[src/rtl/rfwb_pkg.sv]
// Shared constants and the write-request record for the register-file write buffer.
package rfwb_pkg;

    localparam int ADDR_W   = 3;
    localparam int DATA_W   = 32;
    localparam int NUM_REGS = 8;

    typedef struct packed {
        logic [ADDR_W-1:0] addr;
        logic [DATA_W-1:0] data;
    } wr_req_t;

endpackage

[src/rtl/rfwb_fifo.sv]
// Small circular FIFO holding pending register-file write requests.
// Caller guarantees push only when not full and pop only when not empty.
// With RFWB_FWD_EN defined the raw storage and head pointer are exported
// so the top level can search pending entries.
module rfwb_fifo
    import rfwb_pkg::*;
#(
    parameter int DEPTH = 4,
    parameter int W     = $bits(wr_req_t)
) (
    input  logic                     clk,
    input  logic                     reset_n,
    input  logic                     push,
    input  logic                     pop,
    input  logic [W-1:0]             wr_data,
    output logic [W-1:0]             rd_data,
    output logic [$clog2(DEPTH):0]   count,
    output logic                     full,
    output logic                     empty
`ifdef RFWB_FWD_EN
    ,
    output logic [W-1:0]             entries [DEPTH],
    output logic [$clog2(DEPTH)-1:0] head_ptr
`endif
);

    localparam int PTR_W = $clog2(DEPTH);
    localparam int CNT_W = PTR_W + 1;

    logic [W-1:0]     mem [DEPTH];
    logic [PTR_W-1:0] head;
    logic [PTR_W-1:0] tail;

    assign full    = (count == CNT_W'(DEPTH));
    assign empty   = (count == '0);
    assign rd_data = mem[head];

`ifdef RFWB_FWD_EN
    assign entries  = mem;
    assign head_ptr = head;
`endif

    // Storage is not reset; an entry is only ever read after it was written.
    always_ff @(posedge clk) begin
        if (push) begin
            mem[tail] <= wr_data;
        end
    end

    // Pointers wrap naturally because DEPTH is a power of two.
    always_ff @(posedge clk or negedge reset_n) begin
        if (!reset_n) begin
            head  <= '0;
            tail  <= '0;
            count <= '0;
        end else begin
            if (push) begin
                tail <= tail + 1'b1;
            end
            if (pop) begin
                head <= head + 1'b1;
            end
            case ({push, pop})
                2'b10:   count <= count + 1'b1;
                2'b01:   count <= count - 1'b1;
                default: count <= count;
            endcase
        end
    end

endmodule

[src/rtl/rf_write_buffer.sv]
// Write-request buffer in front of the 8 x 32 register file write port.
// Requests are queued in rfwb_fifo and drained at most one per cycle through
// a registered we/wAddr/wData stage. Defining RFWB_FWD_EN adds a combinational
// lookup (fwd_addr/fwd_hit/fwd_data) returning the newest pending value for an
// address, so readers can see writes that have not yet reached the file.
module rf_write_buffer #(
    parameter int DEPTH  = 4,
    parameter int ADDR_W = rfwb_pkg::ADDR_W,
    parameter int DATA_W = rfwb_pkg::DATA_W
) (
    input  logic                   clk,
    input  logic                   reset_n,
    input  logic                   in_valid,
    output logic                   in_ready,
    input  logic [ADDR_W-1:0]      in_addr,
    input  logic [DATA_W-1:0]      in_data,
    input  logic                   drain_en,
    output logic                   we,
    output logic [ADDR_W-1:0]      wAddr,
    output logic [DATA_W-1:0]      wData,
    output logic [$clog2(DEPTH):0] count
`ifdef RFWB_FWD_EN
    ,
    input  logic [ADDR_W-1:0]      fwd_addr,
    output logic                   fwd_hit,
    output logic [DATA_W-1:0]      fwd_data
`endif
);

    localparam int PTR_W = $clog2(DEPTH);
    localparam int CNT_W = PTR_W + 1;
    localparam int ENT_W = ADDR_W + DATA_W;

    logic             full;
    logic             empty;
    logic             push;
    logic             pop;
    logic [ENT_W-1:0] head_entry;

    // Ready depends only on occupancy, so a pop while full frees space one cycle later.
    assign in_ready = !full;
    assign push     = in_valid && in_ready;
    assign pop      = drain_en && !empty;

`ifdef RFWB_FWD_EN
    logic [ENT_W-1:0] entries [DEPTH];
    logic [PTR_W-1:0] head_ptr;
    logic [PTR_W-1:0] slot;
`endif

    rfwb_fifo #(
        .DEPTH (DEPTH),
        .W     (ENT_W)
    ) u_fifo (
        .clk      (clk),
        .reset_n  (reset_n),
        .push     (push),
        .pop      (pop),
        .wr_data  ({in_addr, in_data}),
        .rd_data  (head_entry),
        .count    (count),
        .full     (full),
        .empty    (empty)
`ifdef RFWB_FWD_EN
        ,
        .entries  (entries),
        .head_ptr (head_ptr)
`endif
    );

    // Registered write port: head entry is presented one edge after it is popped.
    always_ff @(posedge clk or negedge reset_n) begin
        if (!reset_n) begin
            we    <= 1'b0;
            wAddr <= '0;
            wData <= '0;
        end else begin
            we <= pop;
            if (pop) begin
                {wAddr, wData} <= head_entry;
            end
        end
    end

`ifdef RFWB_FWD_EN
    // Newest match wins: output stage first, then FIFO entries oldest to newest overwrite it.
    always_comb begin
        fwd_hit  = 1'b0;
        fwd_data = '0;
        slot     = '0;
        if (we && (wAddr == fwd_addr)) begin
            fwd_hit  = 1'b1;
            fwd_data = wData;
        end
        for (int i = 0; i < DEPTH; i++) begin
            slot = head_ptr + PTR_W'(i);
            if ((CNT_W'(i) < count) && (entries[slot][ENT_W-1 -: ADDR_W] == fwd_addr)) begin
                fwd_hit  = 1'b1;
                fwd_data = entries[slot][DATA_W-1:0];
            end
        end
    end
`endif

endmodule

[config.mk]
export PLATFORM = sky130hd
export DESIGN_NAME = rf_write_buffer
export DESIGN_NICKNAME = d
export VERILOG_FILES = /design/src/rtl/rfwb_pkg.sv /design/src/rtl/rfwb_fifo.sv /design/src/rtl/rf_write_buffer.sv
export SDC_FILE = /design/constraint.sdc
export NUM_CORES = 1
export LEC_CHECK = 0
export CORE_ASPECT_RATIO = 1.75
export CORE_MARGIN = 2
export CORE_UTILIZATION = 55
export DETAILED_ROUTE_END_ITERATION = 8
export HOLD_SLACK_MARGIN = 0.08
export PLACE_DENSITY = 0.76
export SLEW_MARGIN = 20
export SYNTH_ARGS = -nofsm -noshare
export SYNTH_HDL_FRONTEND = slang
export SYNTH_HIERARCHICAL = 1
export SYNTH_SLANG_ARGS = --single-unit
[constraint.sdc]
create_clock -name clk -period 2.8 [get_ports clk]
set_input_delay 0.56 -clock clk [delete_from_list [all_inputs] [get_ports clk]]
set_output_delay 0.56 -clock clk [all_outputs]
set_load 0.02 [all_outputs]
==> summary.md <==
| Metric | Value |
|---|---|
| Switching Share | 28.8% |
| CP max FO | 4 |
| Cell type with the largest total area after synthesis | edfxtp_1 |
| Final Instance Count excl. Fillers | 572 |
| Die width | 89.4 um |
| Residual DRC | 0 |
| Post-CTS Resized | 0 |
| CP required | 2.24 ns |
| Synth top area cells | edfxtp_1, dfrtp_1, mux4_2 |
| Initial Util | 56.4% |
| DP Cell Count | 540 |
| Slew Viols, Final | 0 |
| Yosys reg bits | 183 |
| Int Power | 6.76 mW |
| Setup CP Type | reg2out |
| Fin worst setup slack | 0.507 ns |
| Leak pwr | 3.07 nW |
| Clk slew on worst S/H paths | 0.07 ns |
| Setup Viol. Count Final | 0 |
| Rel. slew slack | 39.7% |
| Skew final | 0.00928 ns |
| Clk buf depth | 2 |
| DIE HEIGHT | 153 um |
| Clock Tree Root | clkbuf_16 |
| DR WL met3 | 423 um |
| Max-Cap Viols | 0 |
| Total net switching power | 2.73 mW |
| Initial DRC Count | 224 |
| Dpl ws | 0.468 ns |
| WL per Instance | 21.0 um |
| Port Buffers | 78 |
| DRT Pass-1 Iters | 5 |
| Top sig layer | met4 |
| Buf/Inv on CP | 3 |
| I/O pin cnt | 79 |
| FP Rows | 54 |
| Ys Warns | 6 |
| Asr flop ratio synth | 23.5% |
| Post-route ant nets | 0 |
| Grt total ovfl | 0 |
| Least-Margin Pin Slew | 0.905 ns |
| Cell mode on critical path | inv_1 |
| Min cycle time layout | 2.29 ns |
| Met2 WL | 6.61 mm |
| First-pass GRT wire length | 18.7 mm |
| Post-Route WL | 12.0 mm |
| Final core utilization | 68.8% |
| Clock Power Share | 24.2% |
| Final RePlAce weighted congestion | 0.717 |
| Slowest CP cell | clkdlybuf4s50_1 |
| Via count | 3104 |
| Core ar. | 0.0124 mm2 |
| Max stage delay on crit path | 0.59 ns |
| Synth Flop Type | edfxtp_1 |
| Maximum level of the CTS H-tree | 4 |
| Status | finished, final reports clean |
| Clock Sinks | 183 |
| Post-DR vias/cell | 5.43 |
| Initial antenna violation count | 0 |
| Post-synth EDFFs | 140 |
| Nature of the critical path startpoint | register |
| Share of layout cells above drive strength 1 | 26.8% |
| Worst-skew pair later-pin latency | 0.42 ns |
| Post-DP HPWL | 6.76 mm |
| Pwr/cell area | 1110 mW/mm2 |
| Syn Area/Cell | 23.5 um2 |
| Power, Total | 9.49 mW |
| Top cells by count, synth | edfxtp_1, dfrtp_1, mux2_4, mux4_2 |
| HP Class | in2async |
| Fin crit share | 81.9% |
| RSZ-0062 raised after global routing | no |
| Comb pwr share | 31.7% |
| VDD IR max | 0.682 mV |
| Net count after synthesis | 343 |
| Num CTS Buffers | 17 |
| M1 wire length | 4.69 mm |
| CTS tree | yes |
| WP data arrival | 1.73 ns |
| Area Growth Syn to Fin | 21.9% |
| Final Hold Fails | 0 |
| Distinct cells, synth | 22 |
| Post-CTS setup buffers | 0 |
| Most frequent cell after synthesis | edfxtp_1 |
| Pin count of the biggest net entering global routing | 44 |
| Synthesized cell area | 0.00701 mm2 |
| Final-stage net count | 436 |
| Seq/Total Area, Yosys | 75.3% |
| Largest delay contributor family on the critical path | buffers and inverters |
| Post-synthesis cell count | 298 |
| CP Capture Type | primary output |
| Fmax | 0.436 GHz |
| Vias in the first global route | 3388 |
| Hold bufs inserted after CTS | 0 |
| Total Routing Usage GR | 19.3% |
| Share of power burned in registers | 44.1% |
| Top-area cell type share of the netlist area | 60.0% |
| Die Footprint | 0.0137 mm2 |
| Setup TNS | 0 ns |
| Crit path cell chain | inv_1, and3_1, inv_1, clkdlybuf4s50_1 |
==> power by group through the flow <==
stage	clock [mW]	sequential (mW)	combinational, mW
2_1_floorplan	0	4.33	1.85
3_3_place_gp	0	4.20	2.97
3_5_place_dp	0	4.23	3.04
4_1_cts	2.34	4.20	3.07
5_1_grt	2.46	4.27	3.21
6_report	2.30	4.18	3.01
==> worst reg2reg max path: stages (launching register included) <==
cell and delay (ns):
dfrtp_2 0.79, buf_12 0.25, mux4_2 0.53, mux2_4 0.28
==> through the flow <==
| step | area (um2) | hold WS, ns |
|---|---|---|
| after floorplan | 7010 | 0.264 |
| final | 8550 | 0.149 |
| after detailed placement | 7970 | 0.492 |
| after global placement | 7970 | 0.497 |
| after global routing | 8550 | 0.183 |
| after CTS | 8540 | 0.365 |
==> cells by family (layout without fill, tap and decap cells) <==
| logic type | count (synthesis) | count (layout) | share of synthesized area, % |
|---|---|---|---|
| buf+inv | 19 | 124 | 2.82 |
| fa+ha+maj | 6 | 6 | 1.18 |
| mux | 70 | 70 | 18.8 |
| other cells | 0 | 1 | 0 |
| flops | 183 | 183 | 75.3 |
| xor+xnor | 6 | 6 | 0.749 |
| simple gates | 12 | 12 | 1.02 |
| compound gates | 2 | 2 | 0.143 |
==> registers in the layout, summed over array words and instances, names as in the netlist <==
name and cells:
u_fifo/head 2, we 1, u_fifo/tail 2, u_fifo/count 3, u_fifo/mem 140, wData 32, wAddr 3
==> cell type report <==
cell class / instances / area, um2
flip-flops and latches: 183 / 5280
clock buffers: 18 / 429
inverters: 7 / 26.3
well taps: 168 / 210
clock inverters: 13 / 145
multi-input cells: 96 / 1540
diodes: 1 / 2.50
fillers: 827 / 3880
repair buffers: 86 / 913
==> per-layer routing <==
| layer | vias to the layer above | global-route usage [%] |
|---|---|---|
| met5 | - | 0 |
| met4 | 0 | 7.82 |
| met1 | 1616 | 23.5 |
| met2 | 86 | 32.3 |
| li1 | 1379 | - |
| met3 | 23 | 4.91 |
==> worst paths after layout <==
| path | from | end | slack [ns] | cells after the start |
|---|---|---|---|---|
| min reg2reg | wData[8]$_DFFE_PN0P_ | wData[8]$_DFFE_PN0P_ | 0.51 | 1 |
| max reg2reg | u_fifo/head[0]$_DFFE_PN0P_ | wData[11]$_DFFE_PN0P_ | 0.82 | 3 |
| min in group clk | wData[8]$_DFFE_PN0P_ | wData[8]$_DFFE_PN0P_ | 0.51 | 1 |
| min | reset_n | wData[28]$_DFFE_PN0P_ | 0.15 | 1 |
| max in group asynchronous | reset_n | u_fifo/head[1]$_DFFE_PN0P_ | 2.20 | 1 |
| max | u_fifo/count[1]$_DFFE_PN0P_ | in_ready | 0.51 | 4 |
==> cell usage in the layout, fill, tap and decap left out <==
cell type,Yosys,routed
nor3_1,1,1
clkinv_2,0,1
fa_1,1,1
xor2_1,4,4
clkbuf_16,0,17
inv_1,7,7
bufinv_16,0,2
clkinv_4,0,2
diode_2,0,1
dfrtp_2,0,2
buf_12,7,6
o21ai_0,2,2
nor2b_1,1,1
clkbuf_1,0,1
ha_1,5,5
nand2_1,3,3
clkinvlp_4,0,2
nor2_1,1,1
nor2b_4,1,1
and2_2,0,4
dfrtp_1,43,41
buf_4,0,3
mux4_2,28,28
and3_1,1,1
xnor2_1,2,2
mux2_4,29,29
mux2_2,6,6
clkinv_1,0,1
inv_6,0,5
edfxtp_1,140,140
mux4_1,7,7
clkdlybuf4s50_1,0,77
Power figures use the tool's default switching activity.
